## src/rtl/jvm_arm_pkg.sv

```systemverilog
// Shared definitions for the JVM-bytecode to ARMv7 translator: default
// sizes, FSM state encoding, translation-table entry layout and opcodes.
package jvm_arm_pkg;

  localparam int unsigned D_OUT_ADR_W = 8;
  localparam int unsigned D_MAX_OPND  = 4;
  localparam int unsigned D_MAX_EMIT  = 4;

  // Counter widths able to hold 0..MAX inclusive.
  localparam int unsigned OPND_CNT_W = $clog2(D_MAX_OPND + 1);
  localparam int unsigned EMIT_CNT_W = $clog2(D_MAX_EMIT + 1);

  localparam logic [7:0] OP_NOP    = 8'h00;
  localparam logic [7:0] OP_BIPUSH = 8'h10;
  localparam logic [7:0] OP_SIPUSH = 8'h11;

  typedef enum logic [1:0] {
    ST_OPCODE,
    ST_OPERAND,
    ST_EMIT,
    ST_HALT
  } state_e;

  // One translation-table entry; n_emit==0 marks an illegal opcode.
  // mask[k] set means operand bits [11:0] are OR-ed into tmpl[k].
  typedef struct packed {
    logic [OPND_CNT_W-1:0]           n_opnd;
    logic [EMIT_CNT_W-1:0]           n_emit;
    logic [D_MAX_EMIT-1:0]           mask;
    logic [D_MAX_EMIT-1:0][31:0]     tmpl;
  } tbl_entry_t;

endpackage

```

## src/rtl/bytecode_translator_if.sv

```systemverilog
// Byte-in / word-out handshake bundle of the bytecode translator.
interface bytecode_translator_if #(
  parameter int unsigned OUT_ADR_W = jvm_arm_pkg::D_OUT_ADR_W
) ();

  logic                 in_valid;
  logic [7:0]           in_data;
  logic                 in_ready;
  logic                 out_valid;
  logic [OUT_ADR_W-1:0] out_adr;
  logic [31:0]          out_data;
  logic                 out_ready;

  // Translator side.
  modport slave (
    input  in_valid, in_data, out_ready,
    output in_ready, out_valid, out_adr, out_data
  );

  // Byte source / word sink side.
  modport master (
    output in_valid, in_data, out_ready,
    input  in_ready, out_valid, out_adr, out_data
  );

endinterface

```

## src/rtl/bc_table.sv

```systemverilog
// Combinational translation ROM: opcode -> operand count, word count,
// insert mask and ARMv7 template words. All ARM encodings live here.
module bc_table
  import jvm_arm_pkg::*;
(
  input  logic [7:0] opcode_i,
  output tbl_entry_t entry_o
);

  // Table lookup; unlisted opcodes keep n_emit==0 (illegal).
  always_comb begin
    entry_o = '0;
    unique case (opcode_i)
      OP_NOP: begin
        entry_o.n_opnd  = OPND_CNT_W'(0);
        entry_o.n_emit  = EMIT_CNT_W'(1);
        entry_o.tmpl[0] = 32'hE1A0_0000;              // mov r0, r0
      end
      OP_BIPUSH: begin
        entry_o.n_opnd  = OPND_CNT_W'(1);
        entry_o.n_emit  = EMIT_CNT_W'(2);
        entry_o.mask    = 4'b0001;
        entry_o.tmpl[0] = 32'hE3A0_0000;              // mov r0, #imm8
        entry_o.tmpl[1] = 32'hE52D_0004;              // push {r0}
      end
      OP_SIPUSH: begin
        entry_o.n_opnd  = OPND_CNT_W'(2);
        entry_o.n_emit  = EMIT_CNT_W'(2);
        entry_o.mask    = 4'b0001;
        entry_o.tmpl[0] = 32'hE300_0000;              // movw r0, #imm12
        entry_o.tmpl[1] = 32'hE52D_0004;              // push {r0}
      end
      default: entry_o = '0;
    endcase
  end

endmodule

```

## src/rtl/bytecode_translator.sv

```systemverilog
// Streams JVM bytecodes in one byte at a time and writes the translated
// ARMv7 words to consecutive output-RAM addresses.
module bytecode_translator
  import jvm_arm_pkg::*;
#(
  parameter int unsigned OUT_ADR_W = D_OUT_ADR_W,
  parameter int unsigned MAX_OPND  = D_MAX_OPND,
  parameter int unsigned MAX_EMIT  = D_MAX_EMIT
) (
  input  logic                 clk,
  input  logic                 reset,
  bytecode_translator_if.slave bus,
  output logic                 err,
  output logic                 wrap,
  output logic                 busy
);

  localparam int unsigned OPND_W = 8 * MAX_OPND;
  localparam int unsigned K_W    = (MAX_EMIT > 1) ? $clog2(MAX_EMIT) : 1;

  state_e                 state_q, state_d;
  logic                   run_q;
  logic [7:0]             opcode_q, opcode_d;
  logic [OPND_W-1:0]      opnd_q, opnd_d;
  logic [OPND_CNT_W-1:0]  cnt_q, cnt_d;
  logic [K_W-1:0]         k_q, k_d;
  logic [OUT_ADR_W-1:0]   adr_q, adr_d;
  logic                   err_q, err_d;
  logic                   wrap_q, wrap_d;

  logic [7:0]             tbl_idx;
  tbl_entry_t             ent;
  logic                   in_rdy, out_vld, in_fire, out_fire, last_word;
  logic [31:0]            word;

  // In OPCODE the incoming byte is decoded directly so the next state is
  // known at the accepting edge; afterwards the latched opcode is used.
  assign tbl_idx = (state_q == ST_OPCODE) ? bus.in_data : opcode_q;

  bc_table u_table (
    .opcode_i (tbl_idx),
    .entry_o  (ent)
  );

  // run_q keeps in_ready low until the first edge after reset releases.
  assign in_rdy    = run_q && ((state_q == ST_OPCODE) || (state_q == ST_OPERAND));
  assign out_vld   = (state_q == ST_EMIT);
  assign in_fire   = bus.in_valid && in_rdy;
  assign out_fire  = out_vld && bus.out_ready;
  assign last_word = (EMIT_CNT_W'(k_q) == (ent.n_emit - 1'b1));

  // Current output word: template, optionally with the 12-bit operand inserted.
  always_comb begin
    word = ent.tmpl[k_q];
    if (ent.mask[k_q]) begin
      word = word | {20'b0, opnd_q[11:0]};
    end
  end

  assign bus.in_ready  = in_rdy;
  assign bus.out_valid = out_vld;
  assign bus.out_adr   = adr_q;
  assign bus.out_data  = out_vld ? word : '0;
  assign err           = err_q;
  assign wrap          = wrap_q;
  assign busy          = (state_q != ST_OPCODE);

  // Next-state and datapath update for the four-state translation FSM.
  always_comb begin
    state_d  = state_q;
    opcode_d = opcode_q;
    opnd_d   = opnd_q;
    cnt_d    = cnt_q;
    k_d      = k_q;
    adr_d    = adr_q;
    err_d    = err_q;
    wrap_d   = wrap_q;
    unique case (state_q)
      ST_OPCODE: begin
        if (in_fire) begin
          opcode_d = bus.in_data;
          opnd_d   = '0;
          cnt_d    = '0;
          k_d      = '0;
          if (ent.n_emit == '0) begin
            state_d = ST_HALT;
            err_d   = 1'b1;
          end else if (ent.n_opnd != '0) begin
            state_d = ST_OPERAND;
          end else begin
            state_d = ST_EMIT;
          end
        end
      end
      ST_OPERAND: begin
        if (in_fire) begin
          opnd_d = {opnd_q[OPND_W-9:0], bus.in_data};
          cnt_d  = cnt_q + 1'b1;
          if ((cnt_q + 1'b1) == ent.n_opnd) begin
            state_d = ST_EMIT;
          end
        end
      end
      ST_EMIT: begin
        if (out_fire) begin
          adr_d = adr_q + 1'b1;
          if (adr_q == '1) begin
            wrap_d = 1'b1;
          end
          if (last_word) begin
            k_d     = '0;
            state_d = ST_OPCODE;
          end else begin
            k_d = k_q + 1'b1;
          end
        end
      end
      ST_HALT: begin
        state_d = ST_HALT;
      end
      default: state_d = ST_HALT;
    endcase
  end

  // State and datapath registers; reset drops any partial bytecode.
  always_ff @(posedge clk or posedge reset) begin
    if (reset) begin
      state_q  <= ST_OPCODE;
      opcode_q <= '0;
      opnd_q   <= '0;
      cnt_q    <= '0;
      k_q      <= '0;
      adr_q    <= '0;
      err_q    <= 1'b0;
      wrap_q   <= 1'b0;
    end else begin
      state_q  <= state_d;
      opcode_q <= opcode_d;
      opnd_q   <= opnd_d;
      cnt_q    <= cnt_d;
      k_q      <= k_d;
      adr_q    <= adr_d;
      err_q    <= err_d;
      wrap_q   <= wrap_d;
    end
  end

  // Input-enable flag that rises on the first edge after reset.
  always_ff @(posedge clk or posedge reset) begin
    if (reset) begin
      run_q <= 1'b0;
    end else begin
      run_q <= 1'b1;
    end
  end

endmodule

```

## src/flat_wrapper.sv

```systemverilog
// flat-port wrapper written by rule: the top's interface ports become plain ports
module bytecode_translator_flat import jvm_arm_pkg::*;
#(
  parameter int unsigned OUT_ADR_W = D_OUT_ADR_W,
  parameter int unsigned MAX_OPND  = D_MAX_OPND,
  parameter int unsigned MAX_EMIT  = D_MAX_EMIT
)
  (clk, reset, err, wrap, busy, bus_in_valid, bus_in_data, bus_out_ready, bus_in_ready, bus_out_valid, bus_out_adr, bus_out_data);
  bytecode_translator_if #(.OUT_ADR_W(OUT_ADR_W)) bus_i ();
  input  logic clk;
  input  logic reset;
  output logic err;
  output logic wrap;
  output logic busy;
  input wire logic [$bits(bus_i.in_valid)-1:0] bus_in_valid;
  input wire logic [$bits(bus_i.in_data)-1:0] bus_in_data;
  input wire logic [$bits(bus_i.out_ready)-1:0] bus_out_ready;
  output wire logic [$bits(bus_i.in_ready)-1:0] bus_in_ready;
  output wire logic [$bits(bus_i.out_valid)-1:0] bus_out_valid;
  output wire logic [$bits(bus_i.out_adr)-1:0] bus_out_adr;
  output wire logic [$bits(bus_i.out_data)-1:0] bus_out_data;
  assign bus_i.in_valid = bus_in_valid;
  assign bus_i.in_data = bus_in_data;
  assign bus_i.out_ready = bus_out_ready;
  assign bus_in_ready = bus_i.in_ready;
  assign bus_out_valid = bus_i.out_valid;
  assign bus_out_adr = bus_i.out_adr;
  assign bus_out_data = bus_i.out_data;
  bytecode_translator #(.OUT_ADR_W(OUT_ADR_W), .MAX_OPND(MAX_OPND), .MAX_EMIT(MAX_EMIT)) u_core (.clk(clk), .reset(reset), .bus(bus_i), .err(err), .wrap(wrap), .busy(busy));
endmodule
```

## config.mk

```make
export PLATFORM = sky130hd
export DESIGN_NAME = bytecode_translator_flat
export DESIGN_NICKNAME = d
export VERILOG_FILES = /design/src/rtl/jvm_arm_pkg.sv /design/src/rtl/bytecode_translator_if.sv /design/src/rtl/bc_table.sv /design/src/rtl/bytecode_translator.sv /design/src/flat_wrapper.sv
export SDC_FILE = /design/constraint.sdc
export NUM_CORES = 1
export LEC_CHECK = 0
export CAP_MARGIN = 20
export CORE_AREA = 2 2 88 90
export CTS_CLUSTER_DIAMETER = 80
export DETAILED_ROUTE_END_ITERATION = 16
export DIE_AREA = 0 0 90 92
export PLACE_DENSITY_LB_ADDON = 0.08
export SETUP_SLACK_MARGIN = 0.05
export SKIP_LAST_GASP = 1
export SLEW_MARGIN = 15
export SYNTH_ARGS = -nofsm -noshare
export SYNTH_HDL_FRONTEND = slang
export SYNTH_HIERARCHICAL = 1
export SYNTH_SLANG_ARGS = --single-unit
```

## constraint.sdc

```tcl
create_clock -name clk -period 5.45 [get_ports clk]
set_input_delay 1.09 -clock clk [delete_from_list [all_inputs] [get_ports clk]]
set_output_delay 1.09 -clock clk [all_outputs]
set_load 0.02 [all_outputs]
```

======== Word-level counts from Yosys, hierarchy flattened ========
Cells that the tools add are included.
storage, ports and cells
  register bits ........................... 38
  input bits .............................. 12
  output and inout bits ................... 45
  logic and storage cells ................. 76
cells by class
  add/subtract/negate cells ............... 4
  $lt $le $gt $ge ......................... 1
  equal/unequal tests ..................... 13
  mux-type cells .......................... 29
  bitwise logic cells ..................... 1
  reduce and logical (&&, ||, !) cells .... 19
operators with widths
  cell                 number
  $mux 32              4
  $pmux 32 s3          1
  $bmux 32 s2          1
  $or 32x12->32        1
  $mux 12              2
  $pmux 12 s2          1
  $mux 2               10
  $eq 8x5->1 const B   2
  $pmux 5 s3           1
  $reduce_and 3->1     4
  $add 8x1->8 const B  1
  $eq 8x8->1 const B   1
  $logic_not 8->1      1
  $mux 8               1
  $pmux 2 s4           1
  $mux 3               2
  $ne 2x2->1 const B   3
  $pmux 3 s2           1
  $reduce_bool 2->1    3
  $reduce_and 5->1     1
  $eq 2x2->1 const B   2
  $ne 2x1->1 const B   2
  $pmux 2 s2           1
  $reduce_and 2->1     2
  other kinds (15)     18

======== Logic depth before layout (Yosys ltp) ========
  depth in word-level cells ............... 10
  gate-level depth with buffers ........... 12
  mapped depth without buffers ............ 10

======== By module ========
The synthesis kept the hierarchy.
by module, submodules not included
  module               times used  cells an instance  area each (µm²)  seq. area each (µm²)
  bytecode_translator  1           256                2846.5           950.9
  bc_table             1           144                1084.8           0.0

======== Worst setup path before layout ========
OpenSTA, ideal clock, no wires.
  path kind ............................... input port to output port
  from .................................... input port bus_in_data[7]
  to ...................................... output port bus_out_data[10]
  arrival ................................. 3.902 ns
  required time ........................... 4.360 ns
  setup slack ............................. 0.458 ns
  cell stages on the path ................. 8
  buffers on the path ..................... 2
  cell sequence ........................... mux2_2 > or3_1 > nor4_1 > buf_4 > mux4_2 > clkbuf_1 > a21oi_1 > nor2_1
RTL lines
  what                RTL line            RTL
  start: declaration  flat_wrapper.sv:16  input wire logic [$bits(bus_i.in_data)-1:0] bus_in_data;
  end: declaration    flat_wrapper.sv:21  output wire logic [$bits(bus_i.out_data)-1:0] bus_out_data;

======== Worst setup path after layout ========
  from .................................... input port bus_in_data[7]
  to ...................................... output port bus_out_data[31]
between the ends
  word-level cells in the longest chain between the ends .. 9
  elaborated cells on any way between the ends .. 15
  those cells by class .................... eq/ne: 2; mux: 10; bitwise: 1; reduce/logical: 2
RTL lines
  what                           RTL line                   RTL
  $mux 8 *                       bytecode_translator.sv:38  assign tbl_idx = (state_q == ST_OPCODE) ? bus.in_data : opcode_q;
  named net u_core.tbl_idx[7]    bytecode_translator.sv:31  logic [7:0] tbl_idx;
  $eq 8x5->1                     bc_table.sv:13             unique case (opcode_i)
  $reduce_or 2->1 (no line)      --
  $mux 32                        bc_table.sv:13
  $bmux 32 s2                    bytecode_translator.sv:54  word = ent.tmpl[k_q];
  $mux 32 (not written as such)  bytecode_translator.sv:54
  $or 32x12->32                  bytecode_translator.sv:56  word = word | {20'b0, opnd_q[11:0]};
  $mux 32 *                      bytecode_translator.sv:55  if (ent.mask[k_q]) begin
  $mux 32 *                      bytecode_translator.sv:63  assign bus.out_data = out_vld ? word : '0;
Mark *: on every way through the listed nets, which the timed path passes. The rest lies on a longest branch. The select of a mux whose other input is x is not followed.

==> flow_metrics.tcl <==
set metrics [dict create \
    start_util 0.5279 \
    route.detailed.drc 0 \
    cpLargestDelayFamily "buffers and inverters" \
    vias_per_cell 4.490 \
    antenna_found_initial 0 \
    yosysWarnings 6 \
    cts_resized 0 \
    synth_seq_cells 38 \
    nFillCells 744 \
    area_growth_pct 2.069 \
    cts_buffers 5 \
    port_buffers 47 \
    cts.clk_slew.worst_paths_ns 0.07 \
    cts_max_level 2 \
    synth_edf_count 0 \
    finClkSkew_ns 0.003544 \
    nets 440 \
    cp_cell_sequence "clkdlybuf4s50_1, mux2_2, or3_1, a2111oi_2, mux4_2, and2_1, clkdlybuf4s50_1" \
    post_cts_buffers 0 \
    ios 57 \
    synth_most_common_cell "buf_4" \
    max_stage_delay_ns 0.62 \
    cp_slowest_cell "clkdlybuf4s50_1" \
    finalMaxSlewViolations 0 \
    period_share 0.9157 \
    clockBufferDepth 2 \
    tns_ns 0 \
    worst_pin_slew_ns 0.8558 \
    dp.final_hpwl_microns 4545 \
    clock_sinks 38 \
    synth_top_area_frac 0.2540 \
    postSynthAreaPerCell_sq_um 9.828 \
    multi_input_area_sq_um 2292 \
    start_kind "input pin" \
    synth_common_cells "133 x buf_4, 38 x dfrtp_1, 33 x mux4_2, 30 x nand2_1, 20 x and2_1" \
    critPathKind "in2out" \
    overflow 0 \
    cp.required_ns 4.36 \
    grt_use_total 0.1600 \
    critPathMaxFanout 4 \
    cp-end-kind "output port" \
    period_needed_ns 4.990 \
    synthArstFlopShare 1.000 \
    grt_pass1_vias 2173 \
    synth_area_leaders "buf_4 25%, dfrtp_1 24%, mux4_2 19%" \
    fin_hold_ws_ns 0.4548 \
    syn_area_sq_um 3931 \
    synth_top_cell_by_area "buf_4" \
    grt_first_pass_wirelength_microns 10750 \
    firstDrtPassIters 4 \
    drive_above_1_share 0.1718 \
    drv_cap 0 \
    fp-row-count 32 \
    outcome "finished clean" \
    rsz0062_at_grt "false" \
    antenna_left 0 \
    hp-class "reg2reg" \
    final_hold_viol_count 0 \
    register_area_sq_um 952.2 \
    seq_area_frac_synth 0.2419 \
    gp_congestion 0.7195 \
    grt_max_degree 39 \
    vias 2366 \
    cp.arrival_ns 3.90 \
    routed_wl_microns 6291 \
    coreArea_sq_um 7447 \
    p_leak_nw 1.743 \
    root_buffer "clkbuf_8" \
    die_h_microns 92 \
    dr.first_iter.drc_count 68 \
    cp_common_cell "clkdlybuf4s50_1" \
    max_freq_mhz 200.4 \
    crit_buf_inv 2 \
    ir_drop_uv 187.1 \
    synth-main-ff-cell "dfrtp_1" \
    clk-insertion-delay-late_ns 0.29 \
    max_slew_margin 0.4295 \
    setup_violations 0 \
    synth_cells 400 \
    pwr_density_cell_nw_per_um2 487.4 \
    die_w_microns 90 \
    tritoncts "done" \
    dieArea_sq_um 8280 \
    wl_per_cell_microns 11.94 \
    ctsHoldBuffers 0 \
    synth_cell_types 40 \
    antenna_cells 0 \
]
-- logic make-up after synthesis --
kind of cell             count (synthesis)  synth area share
flip-flops                              38            0.2419
buffers and inverters                  158            0.2864
adder cells (fa/ha/maj)                  4           0.01273
multiplexers                            52            0.2432
AO/OA/AOI/OAI                           37           0.05601
other                                    2          0.001910
AND/OR/NAND/NOR                         96            0.1289
XOR/XNOR                                13           0.02896
-- layout by cell type, fill, tap and decap left out, types with 2 or more instances in the layout --
cell type          n
dfrtp_1           37
clkdlybuf4s50_1   47
clkbuf_1           2
conb_1           117
nand3_1            6
buf_4              4
mux2_2            18
nand2_1           30
xnor2_1            8
ha_1               4
and2_1            20
a21o_1             2
nor2_1            19
xor2_1             5
a32o_1             2
mux4_2            33
clkbuf_8           5
nand2b_1           3
a21oi_1           13
o21ai_0           16
inv_1              8
nor3_1             5
-- power breakdown --
part	total [mW]	internal (mW)	switching, mW
Sequential	0.534	0.385	0.149
Clock	0.233	0.137	0.0962
Combinational	1.19	0.612	0.576
Total	1.96	1.13	0.821
-- worst reg2reg max path, cell delays in order, from the launching register on --
cell     delay [ns]
dfrtp_1        0.52
nor2_2         0.44
mux2_2         0.41
or3_1          0.45
nor4_2         0.21
buf_4          0.23
inv_1          0.06
ha_1           0.28
xor2_1         0.14
nand3_1        0.16
o21ai_0        0.18
a32oi_1        0.11
-- state kept, by name (all words and copies together), names as in the netlist --
name                flops
u_core/opnd_q          12
u_core/bus.out_adr      8
u_core/opcode_q         8
u_core/cnt_q            3
u_core/k_q              2
u_core/state_q          2
u_core/err              1
u_core/run_q            1
u_core/wrap             1
-- final timing paths --
path / start / end / slack (ns) / depth (start not counted)
max: bus_in_data[7] / bus_out_data[31] / 0.46 / 7
min: u_core/err / u_core/err / 0.45 / 1
max reg2reg: u_core/state_q[0] / u_core/state_q[1] / 2.10 / 11
min reg2reg: u_core/err / u_core/err / 0.45 / 1
max in group asynchronous: reset / u_core/k_q[0] / 3.86 / 3
min in group asynchronous: reset / u_core/bus.out_adr[0] / 1.25 / 3
-- area by class of cell --
type | count | share of cell area
Timing Repair Buffer | 51 | 0.1247
Multi-Input combinational cell | 319 | 0.5713
Tap cell | 102 | 0.03181
Clock inverter | 1 | 0.007484
Inverter | 9 | 0.008419
Sequential cell | 38 | 0.2373
Clock buffer | 7 | 0.01902
-- metal layers --
layer / global-route usage / vias up / routed length, microns
met1: 0.2185 / 1147 / 2980
met4: 0.04615 / 0 / 73
li1: - / 1174 / -
met2: 0.2625 / 37 / 3004
met5: 0 / - / 0
met3: 0.02958 / 8 / 232
-- through the flow --
stage,utilization,power (mW),worst slack (ns),cells,instance area [sq um]
6_report,0.5388,1.956,0.4595,527,4013
5_1_grt,0.5388,2.102,0.2652,527,4013
4_1_cts,0.5388,1.974,0.4490,527,4013
3_5_place_dp,0.5245,1.731,0.4503,519,3906
3_3_place_gp,0.5245,1.713,0.5067,519,3906
2_1_floorplan,-,1.492,0.4581,515,4363
No activity file was read; power rests on OpenSTA's default activity.
==> RTL change: new RTL, same settings <==
Change the package constant `D_MAX_EMIT` from 4 to 2.
--- a/src/rtl/jvm_arm_pkg.sv
+++ b/src/rtl/jvm_arm_pkg.sv
@@ -4,7 +4,7 @@
 
   localparam int unsigned D_OUT_ADR_W = 8;
   localparam int unsigned D_MAX_OPND  = 4;
-  localparam int unsigned D_MAX_EMIT  = 4;
+  localparam int unsigned D_MAX_EMIT  = 2;
 
   // Counter widths able to hold 0..MAX inclusive.
   localparam int unsigned OPND_CNT_W = $clog2(D_MAX_OPND + 1);
Formal check against the unedited RTL: no difference found for any inputs over 10 cycles, from zero or initial values and one cycle with reset high; that may be too few to reach the edited logic, so the function may still have changed.
==> RTL change against the original RTL <==
Count of clock-buffer cells in the layout fell by 1; synthesized cell count fell by 20%; sequential cell count fell by 1; sequential share of layout area rose by 4.8 points; synthesized area fell by 27%; design area fell by 19%; non-clock buffer count rose by 1; routed wire length fell by 13%; setup slack improved by 0.15 ns; power fell by 26%; critical endpoint is now bus_out_data[2]; highest routed layer unchanged.
==> RTL change: results (changes against the original RTL) <==
- Avg Cell Area, Syn: 8.96 sq um (-8.9%)
- Biggest register: u_core/opnd_q
- Nets@finish: 364 (-17%)
- Tot GR Track Use: 0.140 (-0.0204)
- Iter 0 DRT Violations: 47 (-31%)
- Vias in the first global route: 2020 (-7.0%)
- Largest register FFs: 12 (unchanged)
- Largest net degree at the start of global routing: 38 (-2.6%)
- Worst Tran Pin Value: 1.00 ns (+0.146 ns)
- Seq group: 0.448 mW (-16%)
- Main synth FF type: dfrtp_1
- Place WS: 0.589 ns (+0.139 ns)
- Crit path max fanout: 12 (+8)
- Status: finished, final reports clean
- Detail Placement HPWL: 3830 microns (-16%)
- Buffers on Ports: 47 (unchanged)
- Synth unique cells: 43 (+7.5%)
- Drt wl/cell: 12.1 microns (+1.4%)
- N_diodes: 0 (unchanged)
- Start point of the worst hold path: u_core/wrap$_DFFE_PP0P_
- Crit path DAT: 3.75 ns (-0.15 ns)
- Worst-Skew Late Latency: 0.29 ns (about the same)
- Post-route DRC: 0 (unchanged)
- Clk_skew: 0.00560 ns (+0.00205 ns)
- Sw frac: 0.401 (-0.0191)
- Placer Congestion: 0.721 (+0.25%)
- Mux share of post-synthesis cell area: 0.187 (-0.0560)
- Most instantiated cells after synthesis: buf_4 (66), nand2_1 (42), dfrtp_1 (37)
- Dpl cells: 444 (-14%)
- Fraction of registers with async set/reset: 1.00 (unchanged)
- Synth Area in Adders: 0.0131 (+0.000324)
- Internal power: 0.871 mW (-23%)
- Fill cells: 779 (+4.7%)
- Placed Area: 3130 sq um (-20%)
- Final instance area: 3250 sq um (-19%)
- Critical R2R Launch: u_core/state_q[1]$_DFFE_PP0P_
- Lkg Pwr: 1.43 nW (-18%)
- Setup bufs post-CTS: 0 (unchanged)
- Max VDD drop: 0.219 mV (+17%)
- Final std cells w/o fill: 452 (-14%)
- Layout cells sized above 1: 0.123 (-0.0489)
- First-pass GRT wire length: 9470 microns (-12%)
- Top cells by area in the synthesized netlist: dfrtp_1 (32%), buf_4 (17%), mux2i_1 (11%)
- Clk root buf: clkbuf_8
- Via density: 4.33 (-3.6%)
- Synth Area in XOR/XNOR: 0.0383 (+0.00933)
- Post-synthesis sequential area ratio: 0.322 (+0.0801)
- P_clk: 0.252 mW (+8%)
- Compound-cell area share of the yosys netlist: 0.0740 (+0.0180)
- CTS Buffer Depth: 2 (unchanged)
[RTL change: final cells by class]
class,count,share of cell area
multi-input combinational,246,0.475
sequential,37,0.285
timing repair buffer,52,0.156
tap,102,0.0392
clock buffer,6,0.0254
clock inverter,2,0.0115
inverter,7,0.00807
[RTL change: path summary, 6_finish.rpt]
check | cells past startpoint | endpoint | slack [ns]
setup / recovery | 8 | bus_out_data[2] | 0.61
hold / removal | 1 | u_core/wrap$_DFFE_PP0P_ | 0.47
setup reg to reg | 8 | u_core/k_q$_DFFE_PP0P_ | 2.29
hold reg to reg | 1 | u_core/wrap$_DFFE_PP0P_ | 0.47
max in group asynchronous | 3 | u_core/k_q$_DFFE_PP0P_ | 3.86
min in group asynchronous | 3 | u_core/wrap$_DFFE_PP0P_ | 1.21
[RTL change: layer usage]
layer,track usage,share of wire,vias to the layer above
met5,0,0,-
met4,0.0269,0.0064,0
met3,0.0247,0.025,6
met2,0.249,0.49,31
met1,0.179,0.48,903
li1,-,-,1017
